===== config.mk =====
export PLATFORM = sky130hd
export DESIGN_NAME = dot_product_stream
export DESIGN_NICKNAME = d
export VERILOG_FILES = /design/src/rtl/dot_pkg.sv /design/src/rtl/dot_lane_term.sv /design/src/rtl/dot_product_stream.sv
export SDC_FILE = /design/constraint.sdc
export NUM_CORES = 1
export LEC_CHECK = 0
export BUFFER_PORTS_ARGS = -buffer_cell sky130_fd_sc_hd__buf_4
export CELL_PAD_IN_SITES_DETAIL_PLACEMENT = 0
export CELL_PAD_IN_SITES_GLOBAL_PLACEMENT = 2
export CORE_UTILIZATION = 38
export CTS_BUF_LIST = sky130_fd_sc_hd__clkbuf_4
export CTS_CLUSTER_DIAMETER = 30
export DETAILED_ROUTE_END_ITERATION = 10
export PLACE_DENSITY_LB_ADDON = 0.08
export SYNTH_ARGS = -nofsm -noshare
export SYNTH_HDL_FRONTEND = slang
export SYNTH_SLANG_ARGS = --single-unit

===== constraint.sdc =====
create_clock -name clk -period 5.3 [get_ports clk]
set_clock_uncertainty 0.05 [all_clocks]
set_input_delay 0.795 -clock clk [delete_from_list [all_inputs] [get_ports clk]]
set_output_delay 0.795 -clock clk [all_outputs]
set_load 0.01 [all_outputs]

===== src/rtl/dot_pkg.sv =====
// Shared types and elaboration helpers for the streaming signed dot-product unit.
// The accumulator width is sized so a full vector of worst-case products never wraps.
package dot_pkg;

    typedef enum logic {
        ACC = 1'b0,
        OUT = 1'b1
    } state_t;

    function automatic int fullWidth(input int elemW, input int vecLen);
        return 2 * elemW + $clog2(vecLen) + 1;
    endfunction

    function automatic bit paramsOk(input int vecLen, input int lanes, input int accW);
        return (lanes > 0) && (vecLen >= lanes) && (vecLen % lanes == 0) && (accW >= 2);
    endfunction

endpackage


===== src/rtl/dot_lane_term.sv =====
// One lane of the dot product: unsigned magnitude product, optionally negated
// when the resolved sign share says the term subtracts.
module dot_lane_term #(
    parameter int ELEM_W = 4
) (
    input  logic [ELEM_W-1:0]        a,
    input  logic [ELEM_W-1:0]        b,
    input  logic                     negate,
    output logic signed [2*ELEM_W:0] term
);

    logic [2*ELEM_W-1:0] prod;

    assign prod = a * b;
    assign term = negate ? -$signed({1'b0, prod}) : $signed({1'b0, prod});

endmodule


===== src/rtl/dot_product_stream.sv =====
// Streaming sign-resolved dot product: LANES elements per beat, one result per
// VEC_LEN elements, delivered on a valid/ready output with an overflow flag.
module dot_product_stream
    import dot_pkg::*;
#(
    parameter int ELEM_W  = 4,
    parameter int VEC_LEN = 10,
    parameter int LANES   = 2,
    parameter int ACC_W   = 13
) (
    input  logic                      clk,
    input  logic                      rst_n,
    input  logic                      clear,
    input  logic                      in_valid,
    output logic                      in_ready,
    input  logic [LANES*ELEM_W-1:0]   in_a,
    input  logic [LANES*ELEM_W-1:0]   in_b,
    input  logic [LANES-1:0]          in_c,
    input  logic [LANES-1:0]          in_d,
    input  logic                      in_mode,
    output logic                      out_valid,
    input  logic                      out_ready,
    output logic [ACC_W-1:0]          out_result,
    output logic                      out_ovf
);

    localparam int BEATS  = VEC_LEN / LANES;
    localparam int FULL_W = fullWidth(ELEM_W, VEC_LEN);
    localparam int WIDE_W = (FULL_W > ACC_W) ? FULL_W : ACC_W;
    localparam int CNT_W  = (BEATS > 1) ? $clog2(BEATS) : 1;
    localparam int TERM_W = 2 * ELEM_W + 1;

    if (!paramsOk(VEC_LEN, LANES, ACC_W)) begin : gBadParams
        $error("dot_product_stream: VEC_LEN must be a multiple of LANES and ACC_W >= 2");
    end

    state_t                    stateReg;
    logic [CNT_W-1:0]          beatCntReg;
    logic signed [FULL_W-1:0]  accReg;
    logic                      modeReg;
    logic                      inReadyReg;
    logic                      outValidReg;
    logic [ACC_W-1:0]          resultReg;
    logic                      ovfReg;

    logic                      firstBeat;
    logic                      lastBeat;
    logic                      accept;
    logic                      modeEff;
    logic signed [TERM_W-1:0]  laneTerm [LANES];
    logic signed [FULL_W-1:0]  laneSum;
    logic signed [FULL_W-1:0]  accNext;
    logic signed [WIDE_W-1:0]  wideSum;
    logic                      ovfNext;

    assign firstBeat = (beatCntReg == '0);
    assign lastBeat  = (beatCntReg == CNT_W'(BEATS - 1));
    assign accept    = in_valid && inReadyReg;
    // Mode is taken live on beat 0 so the first beat already uses the new vector's mode.
    assign modeEff   = firstBeat ? in_mode : modeReg;

    for (genvar gi = 0; gi < LANES; gi++) begin : gLane
        dot_lane_term #(.ELEM_W(ELEM_W)) uLaneTerm (
            .a      (in_a[gi*ELEM_W +: ELEM_W]),
            .b      (in_b[gi*ELEM_W +: ELEM_W]),
            .negate (!modeEff && (in_c[gi] ^ in_d[gi])),
            .term   (laneTerm[gi])
        );
    end

    always_comb begin
        laneSum = '0;
        for (int i = 0; i < LANES; i++) begin
            laneSum = laneSum + FULL_W'(laneTerm[i]);
        end
    end

    assign accNext = (firstBeat ? '0 : accReg) + laneSum;
    assign wideSum = WIDE_W'(accNext);
    // Overflow whenever the low ACC_W bits no longer sign-extend back to the true sum.
    assign ovfNext = (wideSum != WIDE_W'($signed(wideSum[ACC_W-1:0])));

    always_ff @(posedge clk or negedge rst_n) begin
        if (!rst_n) begin
            stateReg    <= ACC;
            beatCntReg  <= '0;
            accReg      <= '0;
            modeReg     <= 1'b0;
            inReadyReg  <= 1'b0;
            outValidReg <= 1'b0;
            resultReg   <= '0;
            ovfReg      <= 1'b0;
        end else if (clear) begin
            stateReg    <= ACC;
            beatCntReg  <= '0;
            accReg      <= '0;
            inReadyReg  <= 1'b1;
            outValidReg <= 1'b0;
        end else begin
            case (stateReg)
                ACC: begin
                    inReadyReg <= 1'b1;
                    if (accept) begin
                        accReg <= accNext;
                        if (firstBeat) begin
                            modeReg <= in_mode;
                        end
                        if (lastBeat) begin
                            beatCntReg  <= '0;
                            stateReg    <= OUT;
                            inReadyReg  <= 1'b0;
                            outValidReg <= 1'b1;
                            resultReg   <= wideSum[ACC_W-1:0];
                            ovfReg      <= ovfNext;
                        end else begin
                            beatCntReg <= beatCntReg + CNT_W'(1);
                        end
                    end
                end
                OUT: begin
                    if (out_ready) begin
                        stateReg    <= ACC;
                        inReadyReg  <= 1'b1;
                        outValidReg <= 1'b0;
                    end
                end
            endcase
        end
    end

    assign in_ready   = inReadyReg;
    assign out_valid  = outValidReg;
    assign out_result = resultReg;
    assign out_ovf    = ovfReg;

endmodule


==> metrics.yaml <==
status: "complete, but fails checks"
violations: "negative setup slack"
syn_nets: 497
ir_drop_mv: 0.307
gp_congestion: 0.778
vias: 3252
timing.rr.end: "out_result[10]"
drc: 0
syn_avg_cell_area_um2: 8.78
finalSetupViolCount: 5
syn_area_mm2: 0.00362
crit_arrival_ns: 5.60
synth_cell_types: 53
wl_per_cell_um: 13.2
rr_startpoint: "beatCntReg[0]"
worstMarginPinSlew_ns: 0.993
pin_count: 42
seqPwrFrac: 0.136
final_util: 0.553
drive_gt1_frac: 0.368
cts_tree: "yes"
cts_hold_buf: 0
die_area_mm2: 0.00992
syn_to_final_growth_pct: 41.3
p_int_w: 0.00135
cts-root-buf: "clkbuf_4"
synth.area.top_cells: "dfrtp_1 (23%), ha_1 (17%), and2_1 (5.9%)"
synthArstFlopShare: 1.00
yosys_warnings: 0
core-area_mm2: 0.00924
ys_ff_latch: 33
antenna_found_initial: 0
maxCapViolations: 0
numPortBuffers: 40
cts.sinks: 33
synthTopCellsByCount: "ha_1 (49), nand2_1 (49), and2_1 (34)"
grt_max_degree: 34
grt_use_total: 0.189
die_w_um: 99.6
ff2ff_setup_slack_ns: 0.63
p_per_area_mw_per_mm2: 455
fin_nets: 619
power.leakage_nw: 2.56
use_met2: 0.318
routed_wl_um: 8800
critPathLaunchType: "primary input"
drtPass1Iterations: 4
path_clk_slew_ns: 0.11
holdCritPathClass: "in -> async"
h-tree-depth: 2
timing.hold.ws_ns: 0.339
cts_inserted_buffers: 5
synth-edff-count: 0
timing.fmax_mhz: 184
syn_inst: 412
n_antenna_cell: 0
ys_seq_area_frac: 0.228
drtIter0Drc: 81
grt_pass1_vias: 3307
clock_latency_ns: 0.33
start_util: 0.392
worst-path-max-fanout: 3
rows: 35
end_kind: "flip-flop"
rsz0062_at_grt: "yes"
cp_data_required_time_ns: 5.47
grt_use_met3: 0.0260
clkPwrFrac: 0.082
grt.busiest_layer: "met2"
min_period_over_period: 1.02
p_switching_w: 0.000976
ctsLongestPathBuffers: 2
dp_hpwl_um: 6870
die_h_um: 99.6
setup_slack_ns: -0.125
netSwitchingFraction: 0.419
reg2reg_depth: 21
maxSlewHeadroom: 0.336
ys.flop_type: "dfrtp_1"
power_frac_comb: 0.782
synth_top_cell_area_share: 0.228
met1_usage: 0.261
ant_nets: 0
setup-tns-final_ns: -0.490
crit_type: "in -> reg"
grt_pass1_wl_um: 15400
overflow: 0
yosys.area.top_type: "dfrtp_1"
dp.cells: 639
hold_viol: 0
slew_viol_final: 0
final_cells: 664
min_period_ns: 5.43
via_per_inst: 4.90
[cell type report]
class | instances | area, µm²
inverters | 20 | 75.1
multi-input cells | 348 | 2990
clock buffers | 6 | 45.0
well taps | 129 | 161
repair buffers | 126 | 987
fillers | 863 | 4130
clock inverters | 2 | 33.8
flip-flops and latches | 33 | 826
[what timing repair did]
action,in CTS,in global routing
buffers inserted,15,4
endpoints found under the setup margin,9,12
pin swaps,36,26
resized for setup,30,27
gates cloned,0,0
[metal layers]
layer / vias up / wire length, µm
met5: - / 0
met1: 1513 / 4300
met2: 51 / 4170
met4: 0 / 130
li1: 1678 / -
met3: 10 / 195
[stage by stage]
step	area, µm²	worst slack, ns	total power (W)
6_report	5110	-0.125	0.00233
5_1_grt	5110	-0.351	0.00253
4_1_cts	4940	-0.127	0.00219
3_5_place_dp	4610	-0.580	0.00174
3_3_place_gp	4610	-0.504	0.00172
2_1_floorplan	3670	-0.214	0.00119
[power groups by stage]
stage / clock [W] / combinational [W] / sequential, W
3_3_place_gp: 0 / 0.00140 / 0.000321
6_report: 0.000191 / 0.00182 / 0.000317
3_5_place_dp: 0 / 0.00141 / 0.000323
4_1_cts: 0.000197 / 0.00168 / 0.000318
2_1_floorplan: 0 / 0.000872 / 0.000322
5_1_grt: 0.000211 / 0.00200 / 0.000324
[state kept, by name, indices dropped and copies added, names as in the netlist]
name / cells
out_valid: 1
stateReg: 1
out_result: 13
in_ready: 1
accReg: 13
modeReg: 1
beatCntReg: 3
[worst max path at each step]
stage	start	to	slack, ns	cells after the start
floorplan	in_b[5]	out_result[12]	-0.21	21
finish	in_b[5]	out_result[12]	-0.13	23
CTS	in_b[5]	out_result[12]	-0.13	22
detailed placement	in_b[5]	out_result[10]	-0.58	24
global route	in_b[5]	out_result[10]	-0.35	24
global placement	in_a[0]	out_result[10]	-0.50	24
[critical path, cell delays in order]
cell	delay (ns)
buf_8	0.08
nand2_8	0.04
fa_1	0.53
inv_1	0.05
fa_1	0.49
ha_1	0.30
a21o_1	0.16
a21oi_2	0.19
xnor2_2	0.08
and4b_1	0.23
buf_4	0.14
buf_4	0.12
a31oi_1	0.23
ha_1	0.31
nand2b_4	0.15
and2_1	0.19
a32oi_4	0.25
ha_1	0.26
a21o_2	0.23
a211o_1	0.30
a31oi_4	0.20
nor3_1	0.08
o31ai_1	0.19
[cell families (layout without fill, tap and decap cells)]
| kind of cell | count (synthesis) | in the layout | synth area share |
|---|---|---|---|
| other cells | 1 | 1 | 0.00104 |
| flops | 33 | 33 | 0.228 |
| mux | 14 | 14 | 0.0425 |
| compound gates | 85 | 85 | 0.165 |
| simple gates | 149 | 149 | 0.208 |
| xor+xnor | 40 | 40 | 0.0968 |
| buf+inv | 31 | 154 | 0.0335 |
| fa+ha+maj | 59 | 59 | 0.225 |
[layout by cell type (no fill, tap or decap), types with 5 or more instances in the layout]
cell and instances:
a21o_1 7, a21oi_1 23, a21oi_2 6, and2_1 34, buf_4 117, buf_6 7, clkbuf_4 6, dfrtp_1 33
fa_1 8, ha_1 48, inv_1 19, mux2_2 11, nand2_1 42, nand2_2 5, nor2_1 26, o21a_1 6
or3_1 5, xnor2_1 17, xor2_1 15
(Power assumes the default switching activity.)
